$ cat src/rtl/ysyx_24080006_pkg.sv
// ysyx_24080006_pkg: shared AXI bus types, response codes and CLINT register map helpers.
package ysyx_24080006_pkg;

    localparam logic [15:0] CLINT_MSIP_OFF     = 16'h0000;
    localparam logic [15:0] CLINT_MTIMECMP_OFF = 16'h4000;
    localparam logic [15:0] CLINT_MTIME_OFF    = 16'hBFF8;

    localparam logic [1:0] AXI_RESP_OKAY   = 2'b00;
    localparam logic [1:0] AXI_RESP_SLVERR = 2'b10;

    typedef struct packed {
        logic        awvalid;
        logic [31:0] awaddr;
        logic        wvalid;
        logic [31:0] wdata;
        logic [3:0]  wstrb;
        logic        bready;
    } axi_w_m2s_t;

    typedef struct packed {
        logic       awready;
        logic       wready;
        logic       bvalid;
        logic [1:0] bresp;
    } axi_w_s2m_t;

    typedef struct packed {
        logic        arvalid;
        logic [31:0] araddr;
        logic        rready;
    } axi_r_m2s_t;

    typedef struct packed {
        logic        arready;
        logic        rvalid;
        logic [31:0] rdata;
        logic [1:0]  rresp;
        logic        rlast;
    } axi_r_s2m_t;

    typedef enum logic [1:0] {REG_NONE, REG_MSIP, REG_MTIMECMP, REG_MTIME} clint_reg_e;

    typedef struct packed {
        clint_reg_e kind;
        logic [2:0] hart;
        logic       hi;
    } clint_dec_t;

    function automatic clint_dec_t clint_decode(input logic [15:0] off, input int num_harts);
        clint_dec_t d;
        d.kind = REG_NONE;
        d.hart = 3'd0;
        d.hi   = off[2];
        if (off < CLINT_MSIP_OFF + 16'(4 * num_harts)) begin
            d.kind = REG_MSIP;
            d.hart = off[4:2];
        end else if (off >= CLINT_MTIMECMP_OFF && off < CLINT_MTIMECMP_OFF + 16'(8 * num_harts)) begin
            d.kind = REG_MTIMECMP;
            d.hart = off[5:3];
        end else if (off[15:3] == CLINT_MTIME_OFF[15:3]) begin
            d.kind = REG_MTIME;
        end
        return d;
    endfunction

    function automatic logic [31:0] apply_wstrb(input logic [31:0] old, input logic [31:0] data,
                                                input logic [3:0] strb);
        logic [31:0] r;
        for (int i = 0; i < 4; i++) r[8*i +: 8] = strb[i] ? data[8*i +: 8] : old[8*i +: 8];
        return r;
    endfunction

endpackage

$ cat src/rtl/ysyx_24080006_aclint_tick.sv
// ysyx_24080006_aclint_tick: tick divider and 64-bit mtime; a word write overrides the tick that cycle.
module ysyx_24080006_aclint_tick #(
    parameter int TICK_DIV = 1
) (
    input  logic        clock,
    input  logic        reset,
    input  logic        wr_lo,
    input  logic        wr_hi,
    input  logic [31:0] wr_data,
    output logic [63:0] mtime
);

    logic [15:0] div;
    logic        tick;

    assign tick = div == 16'(TICK_DIV - 1);

    always_ff @(posedge clock or posedge reset) begin
        if (reset) begin
            div   <= '0;
            mtime <= '0;
        end else begin
            div <= tick ? '0 : div + 16'd1;
            if (wr_lo) mtime[31:0] <= wr_data;
            else if (wr_hi) mtime[63:32] <= wr_data;
            else if (tick) mtime <= mtime + 64'd1;
        end
    end

endmodule

$ cat src/rtl/ysyx_24080006_aclint.sv
// ysyx_24080006_aclint: multi-hart CLINT with mtime/mtimecmp/msip behind an AXI-lite style slave port.
module ysyx_24080006_aclint
    import ysyx_24080006_pkg::*;
#(
    parameter int NUM_HARTS = 1,
    parameter int TICK_DIV  = 1
) (
    input  logic                 clock,
    input  logic                 reset,
    input  axi_w_m2s_t           clint_w_m2s,
    output axi_w_s2m_t           clint_w_s2m,
    input  axi_r_m2s_t           clint_r_m2s,
    output axi_r_s2m_t           clint_r_s2m,
    output logic [NUM_HARTS-1:0] mtip_o,
    output logic [NUM_HARTS-1:0] msip_o
);

    typedef enum logic {R_IDLE, R_RESP} r_state_e;
    typedef enum logic [1:0] {W_IDLE, W_EXEC, W_RESP} w_state_e;

    r_state_e             r_state, r_next;
    w_state_e             w_state, w_next;
    logic [63:0]          mtime;
    logic [63:0]          mtimecmp [NUM_HARTS];
    logic [NUM_HARTS-1:0] msip;
    logic [31:0]          rdata_q, rd_word, wr_new, w_data;
    logic [1:0]           rresp_q, bresp_q;
    logic [15:0]          aw_off;
    logic [3:0]           w_strb;
    logic                 aw_held, w_held, aw_hs, w_hs, w_exec, wr_lo, wr_hi;
    clint_dec_t           rdec, wdec;
    logic                 unused_addr;

    // The crossbar already selected this slave; upper address bits carry no meaning here.
    assign unused_addr = ^{clint_w_m2s.awaddr[31:16], clint_r_m2s.araddr[31:16]};

    function automatic logic [31:0] reg_word(input clint_dec_t d);
        logic [31:0] v;
        v = d.kind == REG_MTIME ? (d.hi ? mtime[63:32] : mtime[31:0]) : 32'd0;
        for (int h = 0; h < NUM_HARTS; h++)
            if (d.hart == 3'(h))
                v = d.kind == REG_MSIP ? {31'd0, msip[h]} :
                    d.kind == REG_MTIMECMP ? (d.hi ? mtimecmp[h][63:32] : mtimecmp[h][31:0]) : v;
        return v;
    endfunction

    assign rdec = clint_decode(clint_r_m2s.araddr[15:0], NUM_HARTS);
    assign wdec = clint_decode(aw_off, NUM_HARTS);

    always_comb begin
        rd_word = reg_word(rdec);
        wr_new  = apply_wstrb(reg_word(wdec), w_data, w_strb);
    end

    always_comb begin
        r_next = r_state == R_IDLE ? (clint_r_m2s.arvalid ? R_RESP : R_IDLE)
                                   : (clint_r_m2s.rready ? R_IDLE : R_RESP);
    end

    always_ff @(posedge clock or posedge reset) begin
        if (reset) begin
            r_state <= R_IDLE;
            rdata_q <= '0;
            rresp_q <= AXI_RESP_OKAY;
        end else begin
            r_state <= r_next;
            if (r_state == R_IDLE && clint_r_m2s.arvalid) begin
                rdata_q <= rd_word;
                rresp_q <= rdec.kind == REG_NONE ? AXI_RESP_SLVERR : AXI_RESP_OKAY;
            end
        end
    end

    assign clint_r_s2m = '{arready: r_state == R_IDLE, rvalid: r_state == R_RESP,
                           rdata: rdata_q, rresp: rresp_q, rlast: 1'b1};

    assign aw_hs  = w_state == W_IDLE && !aw_held && clint_w_m2s.awvalid;
    assign w_hs   = w_state == W_IDLE && !w_held && clint_w_m2s.wvalid;
    assign w_exec = w_state == W_EXEC;
    assign wr_lo  = w_exec && wdec.kind == REG_MTIME && !wdec.hi;
    assign wr_hi  = w_exec && wdec.kind == REG_MTIME && wdec.hi;

    always_comb begin
        w_next = w_state == W_EXEC ? W_RESP :
                 w_state == W_RESP ? (clint_w_m2s.bready ? W_IDLE : W_RESP) :
                 ((aw_held || aw_hs) && (w_held || w_hs)) ? W_EXEC : W_IDLE;
    end

    always_ff @(posedge clock or posedge reset) begin
        if (reset) begin
            w_state <= W_IDLE;
            aw_held <= 1'b0;
            w_held  <= 1'b0;
            aw_off  <= '0;
            w_data  <= '0;
            w_strb  <= '0;
            bresp_q <= AXI_RESP_OKAY;
            msip    <= '0;
            for (int h = 0; h < NUM_HARTS; h++) mtimecmp[h] <= '1;
        end else begin
            w_state <= w_next;
            if (aw_hs) begin
                aw_held <= 1'b1;
                aw_off  <= clint_w_m2s.awaddr[15:0];
            end
            if (w_hs) begin
                w_held <= 1'b1;
                w_data <= clint_w_m2s.wdata;
                w_strb <= clint_w_m2s.wstrb;
            end
            if (w_state == W_RESP && clint_w_m2s.bready) begin
                aw_held <= 1'b0;
                w_held  <= 1'b0;
            end
            if (w_exec) begin
                bresp_q <= wdec.kind == REG_NONE ? AXI_RESP_SLVERR : AXI_RESP_OKAY;
                for (int h = 0; h < NUM_HARTS; h++)
                    if (wdec.hart == 3'(h)) begin
                        if (wdec.kind == REG_MSIP) msip[h] <= wr_new[0];
                        if (wdec.kind == REG_MTIMECMP && wdec.hi) mtimecmp[h][63:32] <= wr_new;
                        if (wdec.kind == REG_MTIMECMP && !wdec.hi) mtimecmp[h][31:0] <= wr_new;
                    end
            end
        end
    end

    assign clint_w_s2m = '{awready: w_state == W_IDLE && !aw_held, wready: w_state == W_IDLE && !w_held,
                           bvalid: w_state == W_RESP, bresp: bresp_q};

    ysyx_24080006_aclint_tick #(.TICK_DIV(TICK_DIV)) u_tick (
        .clock  (clock),
        .reset  (reset),
        .wr_lo  (wr_lo),
        .wr_hi  (wr_hi),
        .wr_data(wr_new),
        .mtime  (mtime)
    );

    always_ff @(posedge clock or posedge reset) begin
        if (reset) mtip_o <= '0;
        else for (int h = 0; h < NUM_HARTS; h++) mtip_o[h] <= mtime >= mtimecmp[h];
    end

    assign msip_o = msip;

endmodule

$ cat config.mk
export PLATFORM = sky130hd
export DESIGN_NAME = ysyx_24080006_aclint
export DESIGN_NICKNAME = d
export VERILOG_FILES = /design/src/rtl/ysyx_24080006_pkg.sv /design/src/rtl/ysyx_24080006_aclint_tick.sv /design/src/rtl/ysyx_24080006_aclint.sv
export SDC_FILE = /design/constraint.sdc
export NUM_CORES = 1
export LEC_CHECK = 0
export BUFFER_PORTS_ARGS = -buffer_cell sky130_fd_sc_hd__buf_4
export CAP_MARGIN = 20
export CORE_ASPECT_RATIO = 1.1
export CORE_MARGIN = 2
export CORE_UTILIZATION = 62
export CTS_BUF_LIST = sky130_fd_sc_hd__clkbuf_8
export CTS_CLUSTER_SIZE = 10
export DETAILED_ROUTE_END_ITERATION = 8
export PLACE_DENSITY_LB_ADDON = 0.12
export SYNTH_ARGS = -nofsm -noshare
export SYNTH_HDL_FRONTEND = slang
export SYNTH_SLANG_ARGS = --single-unit
export TNS_END_PERCENT = 10
$ cat constraint.sdc
create_clock -name clock -period 10.26 [get_ports clock]
set_clock_uncertainty 0.1 [all_clocks]
set_input_delay 1.539 -clock clock [delete_from_list [all_inputs] [get_ports clock]]
set_output_delay 1.539 -clock clock [all_outputs]
set_load 0.01 [all_outputs]
==> results of run 1 <==
## power breakdown
part,switching (W),internal [W],leakage (nW)
sequential,0.000147,0.00105,2.91
clock,0.000407,0.000480,0.491
combinational,0.000316,0.000292,3.70
total,0.000870,0.00183,7.10
## final timing paths
check	depth (start not counted)	slack, ns	from	to
worst min register to register	2	0.38	rdata_q[24]$_DFFE_PP0P_	rdata_q[24]$_DFFE_PP0P_
worst max-delay path	4	6.83	reset	u_tick.mtime[63]$_DFFE_PP0P_
worst min-delay path	2	0.38	rdata_q[24]$_DFFE_PP0P_	rdata_q[24]$_DFFE_PP0P_
max in group clock	8	6.96	u_tick.div[0]$_DFF_PP0_	u_tick.mtime[42]$_DFFE_PP0P_
worst max register to register	8	6.96	u_tick.div[0]$_DFF_PP0_	u_tick.mtime[42]$_DFFE_PP0P_
min in group asynchronous	2	0.98	reset	r_state$_DFF_PP0_
## worst max-delay path: stages
cell	delay (ns)
sky130_fd_sc_hd__buf_4	0.13
sky130_fd_sc_hd__inv_8	0.46
sky130_fd_sc_hd__buf_4	0.90
sky130_fd_sc_hd__buf_4	0.78
## layout make-up
class,instances,share of cell area [%]
clock inverters,20,0.5728
flip-flops and latches,235,36.90
repair buffers,125,5.805
inverters,85,2.020
well taps,300,2.322
multi-input cells,1025,47.70
clock buffers,55,4.683
## cell families after synthesis
family | share of synthesized area (%)
AO/OA/AOI/OAI | 12.23
XOR/XNOR | 3.350
adder cells (fa/ha/maj) | 5.831
buffers and inverters | 5.013
flip-flops | 41.46
multiplexers | 18.19
other | 0.05223
AND/OR/NAND/NOR | 13.88
## sequential cells by signal, summed over array words and instances, names as in the netlist, 2 cells and up
| signal | flops |
|---|---|
| w_state | 2 |
| u_tick.mtime | 64 |
| w_data | 32 |
| aw_off | 14 |
| u_tick.div | 16 |
| mtimecmp | 64 |
| w_strb | 4 |
| rdata_q | 32 |
## stage by stage
| stage | instances | utilization (%) |
|---|---|---|
| after global routing | 1845 | 70.94 |
| after global placement | 1770 | 67.21 |
| after floorplan | 1426 | - |
| after detailed placement | 1770 | 67.21 |
| final | 1845 | 70.94 |
| after CTS | 1845 | 70.94 |
## cells in the final DEF (no fill, tap or decap), types with 19 or more instances in the layout
cell type,synthesis,routed
sky130_fd_sc_hd__dfrtp_1,171,170
sky130_fd_sc_hd__mux2i_1,169,169
sky130_fd_sc_hd__nand2_1,137,136
sky130_fd_sc_hd__buf_4,6,125
sky130_fd_sc_hd__o21ai_0,109,109
sky130_fd_sc_hd__inv_1,85,98
sky130_fd_sc_hd__mux2_2,82,82
sky130_fd_sc_hd__ha_1,67,67
sky130_fd_sc_hd__dfstp_2,64,64
sky130_fd_sc_hd__clkbuf_8,0,55
sky130_fd_sc_hd__nand3_1,48,48
sky130_fd_sc_hd__nor2_1,44,44
sky130_fd_sc_hd__nand4_1,39,39
sky130_fd_sc_hd__o22ai_1,31,31
sky130_fd_sc_hd__o22a_1,30,30
sky130_fd_sc_hd__xnor2_1,29,29
sky130_fd_sc_hd__xor2_1,26,26
sky130_fd_sc_hd__nor4_1,22,22
sky130_fd_sc_hd__nor3_1,20,19
## layer usage
| layer | vias up | global-route usage (%) |
|---|---|---|
| met4 | 0 | 11.90 |
| li1 | 5383 | - |
| met2 | 355 | 52.12 |
| met1 | 5593 | 39.65 |
| met3 | 82 | 5.250 |
| met5 | - | 0 |
==> impl_summary.log, run 1 <==
INFO  metric run_status = complete, no violations
INFO  metric drc = 0
INFO  metric pre_cts_slack = 6.169 ns
INFO  metric multi_input_area = 0.007710 sq mm
INFO  metric clock_tree.buffer_depth = 3
INFO  metric initial_utilization = 63.10%
INFO  metric fp.dieW = 149.2 microns
INFO  metric seq_area = 0.005964 sq mm
INFO  metric met3_wirelength = 2167 microns
INFO  metric crit_path_start_kind = primary input
INFO  metric first_global_vias = 11307
INFO  metric io-pin-count = 151
INFO  metric port_buffers = 111
INFO  metric avgViaCountPerCell = 6.186
INFO  metric synth_enable_flop_cells = 0
INFO  metric final-hold-violation-count = 0
INFO  metric area_growth = 12.43%
INFO  metric topRoutingLayerUsed = met4
INFO  metric die-height = 163.7 microns
INFO  metric setup_ws = 6.831 ns
INFO  metric clock_tree_from_tritoncts = done
INFO  metric numCtsBuffers = 41
INFO  metric drt_first_pass_iters = 5
INFO  metric place.gp.congestion = 0.9284
INFO  metric highest_net_fanout_along_the_worst_path = 99
INFO  metric routed_wirelength = 37110 microns
INFO  metric maxCapViolCount = 0
INFO  metric placed_area = 0.01531 sq mm
INFO  metric clock_tree_root_driver_cell = sky130_fd_sc_hd__clkbuf_8
INFO  metric die_area = 0.02443 sq mm
INFO  metric synth.area.top_cells = sky130_fd_sc_hd__dfrtp_1 (30%), sky130_fd_sc_hd__mux2i_1 (12%), sky130_fd_sc_hd__dfstp_2 (12%)
INFO  metric clock_sink_count = 235
INFO  metric peakVddDrop = 0.1655 mV
INFO  metric tot_gr_track_use = 30.79%
INFO  metric drt_met1_wl = 15670 microns
INFO  metric fill_cells = 1807
INFO  metric synth.largest_area_cell = sky130_fd_sc_hd__dfrtp_1
INFO  metric drt_first_iter_violations = 669
INFO  metric synthMostInstantiatedCell = sky130_fd_sc_hd__dfrtp_1
INFO  metric timing.critical_path.required = 10.75 ns
INFO  metric rsz_0062_raised_after_global_routing = false
INFO  metric vias_after_detailed_routing = 11413
INFO  metric final.setup.tns = 0 ns
INFO  metric synth_top_area_share = 29.76%
INFO  metric number_of_h_tree_branching_levels = 2
INFO  metric critical_path_class = primary input to asynchronous set/reset pin
INFO  metric synthesis.yosys.warnings = 0
INFO  metric clock_latency = 0.58 ns
INFO  metric avgRoutedWirePerCell = 20.11 microns
INFO  metric layout.nets = 1687
INFO  metric global_route_wire_length_before_repair = 59480 microns
INFO  metric worstHoldPathType = flip-flop to flip-flop
INFO  metric power = 0.002696 W
INFO  metric diodes = 0
INFO  metric place.detailed.hpwl = 25300 microns
INFO  metric met2RoutedLength = 18040 microns
INFO  metric cts.repair.resized = 0
INFO  metric synthesis.instances = 1425
INFO  metric core_area = 0.02279 sq mm
INFO  metric finalWorstPathRequiredPeriod = 3.429 ns
INFO  metric fin_hold_ws = 0.3785 ns
INFO  metric timing_worst_slew_pin_value = 1.116 ns
INFO  metric grt-ovfl-total = 0
INFO  metric synth_seq_area_share = 41.46%
INFO  metric layout-drive-gt1-share = 23.62%
INFO  metric grt_antenna_before_repair = 0
INFO  metric post-cts-setup-buffer-count = 0
INFO  metric fin_crit_sh = 33.42%
INFO  metric cts_hold_repair.buffers = 0
INFO  metric netlist-cell-type-count = 78
INFO  metric largest_net_degree_at_the_start_of_global_routing = 100
INFO  metric final-setup-viol-count = 0
INFO  metric syn_area = 0.01438 sq mm
INFO  metric cellPowerDensity = 166.8 mW/mm^2
INFO  metric synth-seq-cells = 235
INFO  metric leakagePower = 7.098 nW
INFO  metric slew_violations = 0
INFO  metric postSynth.topFlopCell = sky130_fd_sc_hd__dfrtp_1
INFO  metric synth.cells.most_frequent = sky130_fd_sc_hd__dfrtp_1 (171), sky130_fd_sc_hd__mux2i_1 (169), sky130_fd_sc_hd__nand2_1 (137)
INFO  metric clkSlewWorstSetupHoldPaths = 0.06 ns
INFO  metric postSynth.asyncResetShare = 100.0%
INFO  metric syn-mean-instance-area = 10.09 sq um
INFO  metric worst_setup_path_end_kind = asynchronous set/reset pin
INFO  metric max_freq = 291.6 MHz
INFO  metric final_area = 0.01616 sq mm
INFO  metric postRouteAntennaNets = 0
INFO  metric max-slew-margin-rel = 25.62%
INFO  metric floorplan.rows = 58
INFO  metric timing.critical_path.arrival = 3.91 ns
Power figures use the tool's default switching activity.
==> inputs of run 2 (changes only) <==
--- a/config.mk
+++ b/config.mk
@@ -5,11 +5,12 @@
 export SDC_FILE = /design/constraint.sdc
 export NUM_CORES = 1
 export LEC_CHECK = 0
+export ABC_AREA = 1
 export BUFFER_PORTS_ARGS = -buffer_cell sky130_fd_sc_hd__buf_4
 export CAP_MARGIN = 20
 export CORE_ASPECT_RATIO = 1.1
 export CORE_MARGIN = 2
-export CORE_UTILIZATION = 62
+export CORE_UTILIZATION = 57
 export CTS_BUF_LIST = sky130_fd_sc_hd__clkbuf_8
 export CTS_CLUSTER_SIZE = 10
 export DETAILED_ROUTE_END_ITERATION = 8
==> constraint.sdc (replaced) <==
create_clock -name clock -period 2.8 [get_ports clock]
set_clock_uncertainty 0.1 [all_clocks]
set_input_delay 0.42 -clock clock [delete_from_list [all_inputs] [get_ports clock]]
set_output_delay 0.42 -clock clock [all_outputs]
set_load 0.01 [all_outputs]
==> run 2 against run 1 <==
Clock-buffer cell count down 4. Sequential power grew to 3.7 times the previous value. Critical path depth rose by 6. Cell area grew 20%. Hold slack got worse by 0.37 ns. Flip-flop and latch count stayed put. Clock power rose to 4.2 times the previous value. Die area up 25%. Critical path type is now flip-flop to flip-flop. Largest cell class unchanged.
==> impl_summary.log, run 2 <==
INFO  metric cts.repair.resized = 0 (unchanged)
INFO  metric avgRoutedWirePerCell = 21.80 microns (+8.4%)
INFO  metric global_route_wire_length_before_repair = 97680 microns (+64%)
INFO  metric run_status = complete, no violations
INFO  metric drc = 0 (unchanged)
INFO  metric synth.area.top_cells = sky130_fd_sc_hd__dfrtp_1 (26%), sky130_fd_sc_hd__nand2_1 (16%), sky130_fd_sc_hd__dfstp_2 (10%)
INFO  metric clock_tree_from_tritoncts = done
INFO  metric worstHoldPathType = primary input to flip-flop
INFO  metric cts_hold_repair.buffers = 52 (+52)
INFO  metric numPlacedInstances = 2820 (+59%)
INFO  metric syn-mean-instance-area = 6.963 sq um (-31%)
INFO  metric area_growth = 16.65%
INFO  metric core_area = 0.02871 sq mm (+26%)
INFO  metric crit_path_top_delay_cell = sky130_fd_sc_hd__dfrtp_1
INFO  metric clkSlewWorstSetupHoldPaths = 0.06 ns (about the same)
INFO  metric diodes = 0 (unchanged)
INFO  metric vias_after_detailed_routing = 17884 (+57%)
INFO  metric drt_first_iter_violations = 2195 (+230%)
INFO  metric layout.nets = 2722 (+61%)
INFO  metric grt_antenna_before_repair = 2 (+2)
INFO  metric fill_cells = 2489 (+38%)
INFO  metric post-cts-setup-buffer-count = 0 (unchanged)
INFO  metric drt_first_pass_iters = 8 (+3)
INFO  metric port_buffers = 111 (unchanged)
INFO  metric leakagePower = 9.060 nW (+28%)
INFO  metric mostFrequentLayoutCells = sky130_fd_sc_hd__nand2_1 (725), sky130_fd_sc_hd__nor2_1 (225), sky130_fd_sc_hd__inv_1 (215)
INFO  metric die_area = 0.03057 sq mm (+25%)
INFO  metric biggestRegsByFlops = mtimecmp (64), u_tick.mtime (64)
INFO  metric synth-seq-cells = 235 (unchanged)
INFO  metric floorplan.rows = 65 (+12%)
INFO  metric io-pin-count = 151 (unchanged)
INFO  metric fin_crit_sh = 87.34%
INFO  metric worst_setup_path_end_kind = flip-flop
INFO  metric number_of_h_tree_branching_levels = 2 (unchanged)
INFO  metric fp.dieW = 166.9 microns (+12%)
INFO  metric die-height = 183.2 microns (+12%)
INFO  metric syn_area = 0.01663 sq mm (+16%)
INFO  metric place.detailed.hpwl = 46630 microns (+84%)
INFO  metric crit_path_start_kind = flip-flop
INFO  metric met3_wirelength = 7945 microns (+270%)
INFO  metric maxCapViolCount = 0 (unchanged)
INFO  metric clock_latency = 0.61 ns (+0.03 ns)
INFO  metric synth_adder_area_share = 5.039% (-0.79 points)
INFO  metric drt_met1_wl = 24740 microns (+58%)
INFO  metric synthesis.instances = 2389 (+68%)
INFO  metric rsz_0062_raised_after_global_routing = false
INFO  metric first_global_vias = 17015 (+50%)
INFO  metric slowest_delay = 0.44 ns (-0.46 ns)
INFO  metric synthMostInstantiatedCell = sky130_fd_sc_hd__nand2_1
INFO  metric final-hold-violation-count = 0 (unchanged)
INFO  metric clock_sink_count = 235 (unchanged)
INFO  metric post_synth_and_or_nand_nor_area_fraction = 34.34% (+20 points)
INFO  metric max_freq = 408.9 MHz
INFO  metric critical_path_class = flip-flop to flip-flop
INFO  metric timing.critical_path.required = 3.21 ns (-7.54 ns)
INFO  metric numCtsBuffers = 42 (+2.4%)
INFO  metric topRoutingLayerUsed = met5
INFO  metric critical-path-top-delay-family = simple AND/OR/NAND/NOR gates
INFO  metric layout-drive-gt1-share = 16.00% (-7.6 points)
INFO  metric cellPowerDensity = 600.8 mW/mm^2 (+260%)
INFO  metric synth.cells.most_frequent = sky130_fd_sc_hd__nand2_1 (726), sky130_fd_sc_hd__nor2_1 (225), sky130_fd_sc_hd__inv_1 (205)
INFO  metric most_common_cell_after_layout_fill_and_taps_aside = sky130_fd_sc_hd__nand2_1
INFO  metric routed_wirelength = 64290 microns (+73%)
INFO  metric synth_enable_flop_cells = 0 (unchanged)
INFO  metric postSynth.topFlopCell = sky130_fd_sc_hd__dfrtp_1
INFO  metric netlist-cell-type-count = 48 (-38%)
INFO  metric main_combinational_cell_family_by_area_after_synthesis = simple AND/OR/NAND/NOR gates
INFO  metric postSynth.asyncResetShare = 100.0% (unchanged)
INFO  metric timing.critical_path.arrival = 2.86 ns (-1.05 ns)
INFO  metric synthesis.yosys.warnings = 0 (unchanged)
INFO  metric grt-ovfl-total = 0 (unchanged)
INFO  metric synth.largest_area_cell = sky130_fd_sc_hd__dfrtp_1
INFO  metric slew_violations = 0 (unchanged)
INFO  metric critical_path.cell_chain = nor2_1 -> nand2_1 -> nor2_4 -> nand3_2 -> nor2_2 -> nand2_2 -> inv_2 -> buf_12 -> nand3_1 -> o21ai_1
INFO  metric stdcell_count = 2949 (+60%)
INFO  metric placed_area = 0.01792 sq mm (+17%)
INFO  metric clock_tree_root_driver_cell = sky130_fd_sc_hd__clkbuf_8
INFO  metric post_synth_xor_area_fraction = 1.790% (-1.6 points)
INFO  metric max-slew-margin-rel = 39.42% (+14 points)
INFO  metric synth-compound-area-share = 11.91% (-0.31 points)
INFO  metric final-setup-viol-count = 0 (unchanged)
INFO  metric synth_seq_area_share = 35.83% (-5.6 points)
INFO  metric synth_top_area_share = 25.72% (-4.0 points)
INFO  metric final_area = 0.01940 sq mm (+20%)
INFO  metric highest_net_fanout_along_the_worst_path = 50 (-49%)
INFO  metric yosys-mux-area-fraction = 2.633% (-16 points)
INFO  metric met2RoutedLength = 27580 microns (+53%)
INFO  metric place.gp.congestion = 1.051 (+13%)
INFO  metric postRouteAntennaNets = 0 (unchanged)
INFO  metric initial_utilization = 57.94% (-5.2 points)
INFO  metric largest_net_degree_at_the_start_of_global_routing = 88 (-12%)
INFO  metric avgViaCountPerCell = 6.064 (-2.0%)
INFO  metric peakVddDrop = 0.9442 mV (+470%)
INFO  metric clock_tree.buffer_depth = 3 (unchanged)
INFO  metric timing_worst_slew_pin_value = 0.9066 ns (-0.2091 ns)
INFO  metric finalWorstPathRequiredPeriod = 2.445 ns
INFO  metric tot_gr_track_use = 41.87% (+11 points)
INFO  metric ff2ff_setup_slack = 0.35 ns (-6.61 ns)
INFO  metric cp_num_buf_inv = 2 (-2)
[run 2: logic make-up after synthesis]
family,count (synthesis)
AOI/OAI and AO/OA,365
xor gates and xnor gates,34
adders and majority gates,67
buffers and inverters,326
DFF,235
muxes,39
other,2
and+or+nand+nor,1321
[run 2: metal layers]
layer,global-route usage [%],up-vias
li1,-,8182
met1,53.24,8302
met2,64.95,1134
met3,12.26,262
met4,21.66,4
met5,0,-
[run 2: cell type report]
cell class / count / area [sq um] / share of cell area (%)
clock inverter: 26 / 257.7 / 1.328
inverter: 218 / 823.3 / 4.243
multi-input combinational: 1829 / 9288 / 47.86
timing repair buffer: 222 / 1909 / 9.839
clock buffer: 51 / 701.9 / 3.617
sequential: 235 / 5964 / 30.74
tap: 368 / 460.4 / 2.373
[run 2: per-stage QoR]
step	TNS (ns)	total power [W]	hold WS, ns	utilization, %	setup slack [ns]
final	0	0.01166	0.01250	67.59	0.3546
after global routing	0	0.01211	0.01865	67.59	0.2388
after CTS	0	0.01142	0.006353	67.59	0.4477
after detailed placement	0	0.007678	0.3545	62.44	0.4718
after global placement	0	0.007579	0.3471	62.44	0.5143
after floorplan	-127.50	0.006511	0.3303	-	-0.7456
[run 2: final timing paths]
| check | startpoint | to | cells after the start |
|---|---|---|---|
| max in group asynchronous | reset | mtimecmp[57]$_DFFE_PP1P_ | 4 |
| worst min-delay path | clint_w_m2s[4] | w_strb[3]$_DFFE_PP0P_ | 3 |
| worst max-delay path | aw_off[6]$_DFFE_PP0P_ | mtimecmp[60]$_DFFE_PP1P_ | 10 |
| worst max register to register | aw_off[6]$_DFFE_PP0P_ | mtimecmp[60]$_DFFE_PP1P_ | 10 |
| worst min register to register | u_tick.div[0]$_DFF_PP0_ | u_tick.div[0]$_DFF_PP0_ | 1 |
| min in group asynchronous | reset | rdata_q[6]$_DFFE_PP0P_ | 3 |
[run 2: worst reg2reg max path, stage by stage (launching register included)]
cell and delay [ns]:
sky130_fd_sc_hd__dfrtp_1 0.44, sky130_fd_sc_hd__nor2_1 0.25, sky130_fd_sc_hd__nand2_1 0.16, sky130_fd_sc_hd__nor2_4 0.21, sky130_fd_sc_hd__nand3_2 0.16, sky130_fd_sc_hd__nor2_2 0.16, sky130_fd_sc_hd__nand2_2 0.23, sky130_fd_sc_hd__inv_2 0.15
sky130_fd_sc_hd__buf_12 0.26, sky130_fd_sc_hd__nand3_1 0.14, sky130_fd_sc_hd__o21ai_1 0.12
[run 2: report_power, final]
part	internal (W)	total [W]	switching, W	leakage (nW)
combinational	0.00116	0.00350	0.00234	5.64
sequential	0.00387	0.00443	0.000563	2.90
clock	0.00213	0.00372	0.00159	0.529
total	0.00716	0.0117	0.00449	9.06
==> inputs of run 3 (changes only) <==
--- a/config.mk
+++ b/config.mk
@@ -5,12 +5,11 @@
 export SDC_FILE = /design/constraint.sdc
 export NUM_CORES = 1
 export LEC_CHECK = 0
-export ABC_AREA = 1
 export BUFFER_PORTS_ARGS = -buffer_cell sky130_fd_sc_hd__buf_4
 export CAP_MARGIN = 20
 export CORE_ASPECT_RATIO = 1.1
 export CORE_MARGIN = 2
-export CORE_UTILIZATION = 57
+export CORE_UTILIZATION = 56
 export CTS_BUF_LIST = sky130_fd_sc_hd__clkbuf_8
 export CTS_CLUSTER_SIZE = 10
 export DETAILED_ROUTE_END_ITERATION = 8
==> run 3 against run 2 <==
Sequential share of layout area up 3.9 points. Cell count down 32%. Non-clock buffer count up 4. Global-route usage down 12 points. Core utilization up 0.49 points. Cell area down 11%. Sequential power down 2%. Clock power down 12%. Critical endpoint is now mtip_o$_DFF_PP0_. Largest cell class unchanged.
==> impl_summary.log, run 3 (synthesis results as in run 1) <==
INFO  metric die-height = 172.1 microns (-6.1%)
INFO  metric layout-drive-gt1-share = 25.18% (+9.2 points)
INFO  metric max_freq = 378.6 MHz (-7.4%)
INFO  metric peakVddDrop = 0.4421 mV (-53%)
INFO  metric fin_hold_ws = 0.01617 ns (+0.003672 ns)
INFO  metric avgRoutedWirePerCell = 19.39 microns (-11%)
INFO  metric rr_worst_depth = 8 (-2)
INFO  metric grt_antenna_before_repair = 0 (-2)
INFO  metric layout.nets = 1789 (-34%)
INFO  metric numCtsBuffers = 42 (unchanged)
INFO  metric slowest_delay = 0.75 ns (+0.31 ns)
INFO  metric clock_latency = 0.55 ns (-0.06 ns)
INFO  metric global_route_wire_length_before_repair = 62700 microns (-36%)
INFO  metric area_growth = 19.62%
INFO  metric seq_area = 0.005964 sq mm (unchanged)
INFO  metric timing.critical_path.arrival = 2.98 ns (+0.12 ns)
INFO  metric clock_tree_from_tritoncts = done
INFO  metric fill_cells = 2043 (-18%)
INFO  metric holdPathStages = 2 (-1)
INFO  metric maxCapViolCount = 0 (unchanged)
INFO  metric run_status = complete, no violations
INFO  metric clock_tree_root_driver_cell = sky130_fd_sc_hd__clkbuf_8
INFO  metric clock_sink_count = 235 (unchanged)
INFO  metric grt-ovfl-total = 0 (unchanged)
INFO  metric critical-path-top-delay-family = simple AND/OR/NAND/NOR gates
INFO  metric multi_input_area = 0.007711 sq mm (-17%)
INFO  metric crit_path_top_delay_cell = sky130_fd_sc_hd__nor4_1
INFO  metric drt_first_iter_violations = 852 (-61%)
INFO  metric rsz_0062_raised_after_global_routing = false
INFO  metric worst_setup_path_end_kind = flip-flop
INFO  metric drt_first_pass_iters = 6 (-2)
INFO  metric final-hold-violation-count = 0 (unchanged)
INFO  metric clkSlewWorstSetupHoldPaths = 0.06 ns (about the same)
INFO  metric diodes = 0 (unchanged)
INFO  metric cellPowerDensity = 588.5 mW/mm^2 (-2.0%)
INFO  metric max-slew-margin-rel = 39.02% (-0.40 points)
INFO  metric worstHoldPathType = primary input to flip-flop
INFO  metric most_common_cell_after_layout_fill_and_taps_aside = sky130_fd_sc_hd__buf_4
INFO  metric place.detailed.hpwl = 27280 microns (-41%)
INFO  metric highest_net_fanout_along_the_worst_path = 4 (-92%)
INFO  metric drc = 0 (unchanged)
INFO  metric slew_violations = 0 (unchanged)
INFO  metric vias_after_detailed_routing = 11848 (-34%)
INFO  metric avgViaCountPerCell = 5.942 (-2.0%)
INFO  metric place.gp.congestion = 0.9162 (-13%)
INFO  metric timing.critical_path.required = 3.14 ns (-0.07 ns)
INFO  metric timing_worst_slew_pin_value = 0.9147 ns (+0.008139 ns)
INFO  metric finalWorstPathRequiredPeriod = 2.641 ns (+0.1958 ns)
INFO  metric critical_path_class = flip-flop to flip-flop
INFO  metric io-pin-count = 151 (unchanged)
INFO  metric leakagePower = 7.611 nW (-16%)
INFO  metric initial_utilization = 56.91% (-1.0 points)
INFO  metric critical_path_cell_count = 8 (-2)
INFO  metric crit_path_start_kind = flip-flop
INFO  metric tot_gr_track_use = 29.45% (-12 points)
INFO  metric port_buffers = 111 (unchanged)
INFO  metric mostFrequentLayoutCells = sky130_fd_sc_hd__buf_4 (172), sky130_fd_sc_hd__dfrtp_1 (170), sky130_fd_sc_hd__mux2i_1 (169)
INFO  metric floorplan.rows = 61 (-6.2%)
INFO  metric postRouteAntennaNets = 0 (unchanged)
INFO  metric fin_crit_sh = 94.33% (+7.0 points)
INFO  metric power = 0.01012 W (-13%)
INFO  metric clock_tree.buffer_depth = 3 (unchanged)
INFO  metric core_area = 0.02526 sq mm (-12%)
INFO  metric number_of_h_tree_branching_levels = 2 (unchanged)
INFO  metric final-setup-viol-count = 0 (unchanged)
INFO  metric routed_wirelength = 38660 microns (-40%)
INFO  metric largest_net_degree_at_the_start_of_global_routing = 145 (+65%)
INFO  metric fp.dieW = 156.8 microns (-6.1%)
INFO  metric first_global_vias = 11894 (-30%)
INFO  metric critical_path.cell_chain = inv_1 -> ha_1 -> nand2_1 -> nor4_1 -> nand3b_1 -> nand3_1 -> a31oi_1 -> o211ai_1
INFO  metric die_area = 0.02697 sq mm (-12%)
INFO  metric biggestRegsByFlops = mtimecmp (64), u_tick.mtime (64)
INFO  metric cp_num_buf_inv = 1 (-1)
INFO  metric post-cts-setup-buffer-count = 0 (unchanged)
## run 3: final timing paths
| kind | start | end | slack [ns] |
|---|---|---|---|
| worst max register to register | mtimecmp[7]$_DFFE_PP1P_ | mtip_o$_DFF_PP0_ | 0.16 |
| worst min register to register | rdata_q[23]$_DFFE_PP0P_ | rdata_q[23]$_DFFE_PP0P_ | 0.38 |
| max in group asynchronous | reset | u_tick.mtime[62]$_DFFE_PP0P_ | 1.34 |
| worst max-delay path | mtimecmp[7]$_DFFE_PP1P_ | mtip_o$_DFF_PP0_ | 0.16 |
| worst min-delay path | clint_w_m2s[23] | w_data[18]$_DFFE_PP0P_ | 0.02 |
| min in group asynchronous | reset | rdata_q[5]$_DFFE_PP0P_ | 0.21 |
## run 3: metrics by stage
step | setup WS, ns | setup TNS [ns] | instance area (sq um) | utilization [%] | instances
after global placement | 0.1313 | 0 | 15840 | 62.70 | 1869
after CTS | 0.09128 | 0 | 17200 | 68.07 | 1994
after detailed placement | 0.1089 | 0 | 15840 | 62.70 | 1869
final | 0.1588 | 0 | 17200 | 68.08 | 1994
after floorplan | -0.7456 | -127.50 | 14390 | - | 1426
after global routing | 0.03938 | 0 | 17200 | 68.08 | 1994
## run 3: final cells by class
cell class                      instances  share of cell area [%]
Clock buffer                           56                   4.481
Clock inverter                         21                  0.6111
Inverter                               85                   1.877
Multi-Input combinational cell       1025                   44.83
Sequential cell                       235                   34.68
Tap cell                              346                   2.517
Timing Repair Buffer                  226                   11.00
## run 3: repair_timing
| action | 4_1_cts | 5_1_grt |
|---|---|---|
| hold buffers | 48 | 0 |
| gates resized for setup | 0 | 3 |
| endpoints found under the setup margin | 0 | 9 |
| endpoints found under the hold margin | 70 | 0 |
## run 3: power by group
part	leakage, nW	internal (W)	switching [W]
registers	2.91	0.00387	0.000473
clock network	0.523	0.00186	0.00142
logic	4.18	0.00121	0.00128
## run 3: layer usage
layer	part of all wire, %	GRT usage [%]	vias to the layer above
met2	50	50.82	356
met4	2.9	10.17	0
met1	43	37.84	5807
li1	-	-	5598
met3	4.9	4.461	87
met5	0	0	-
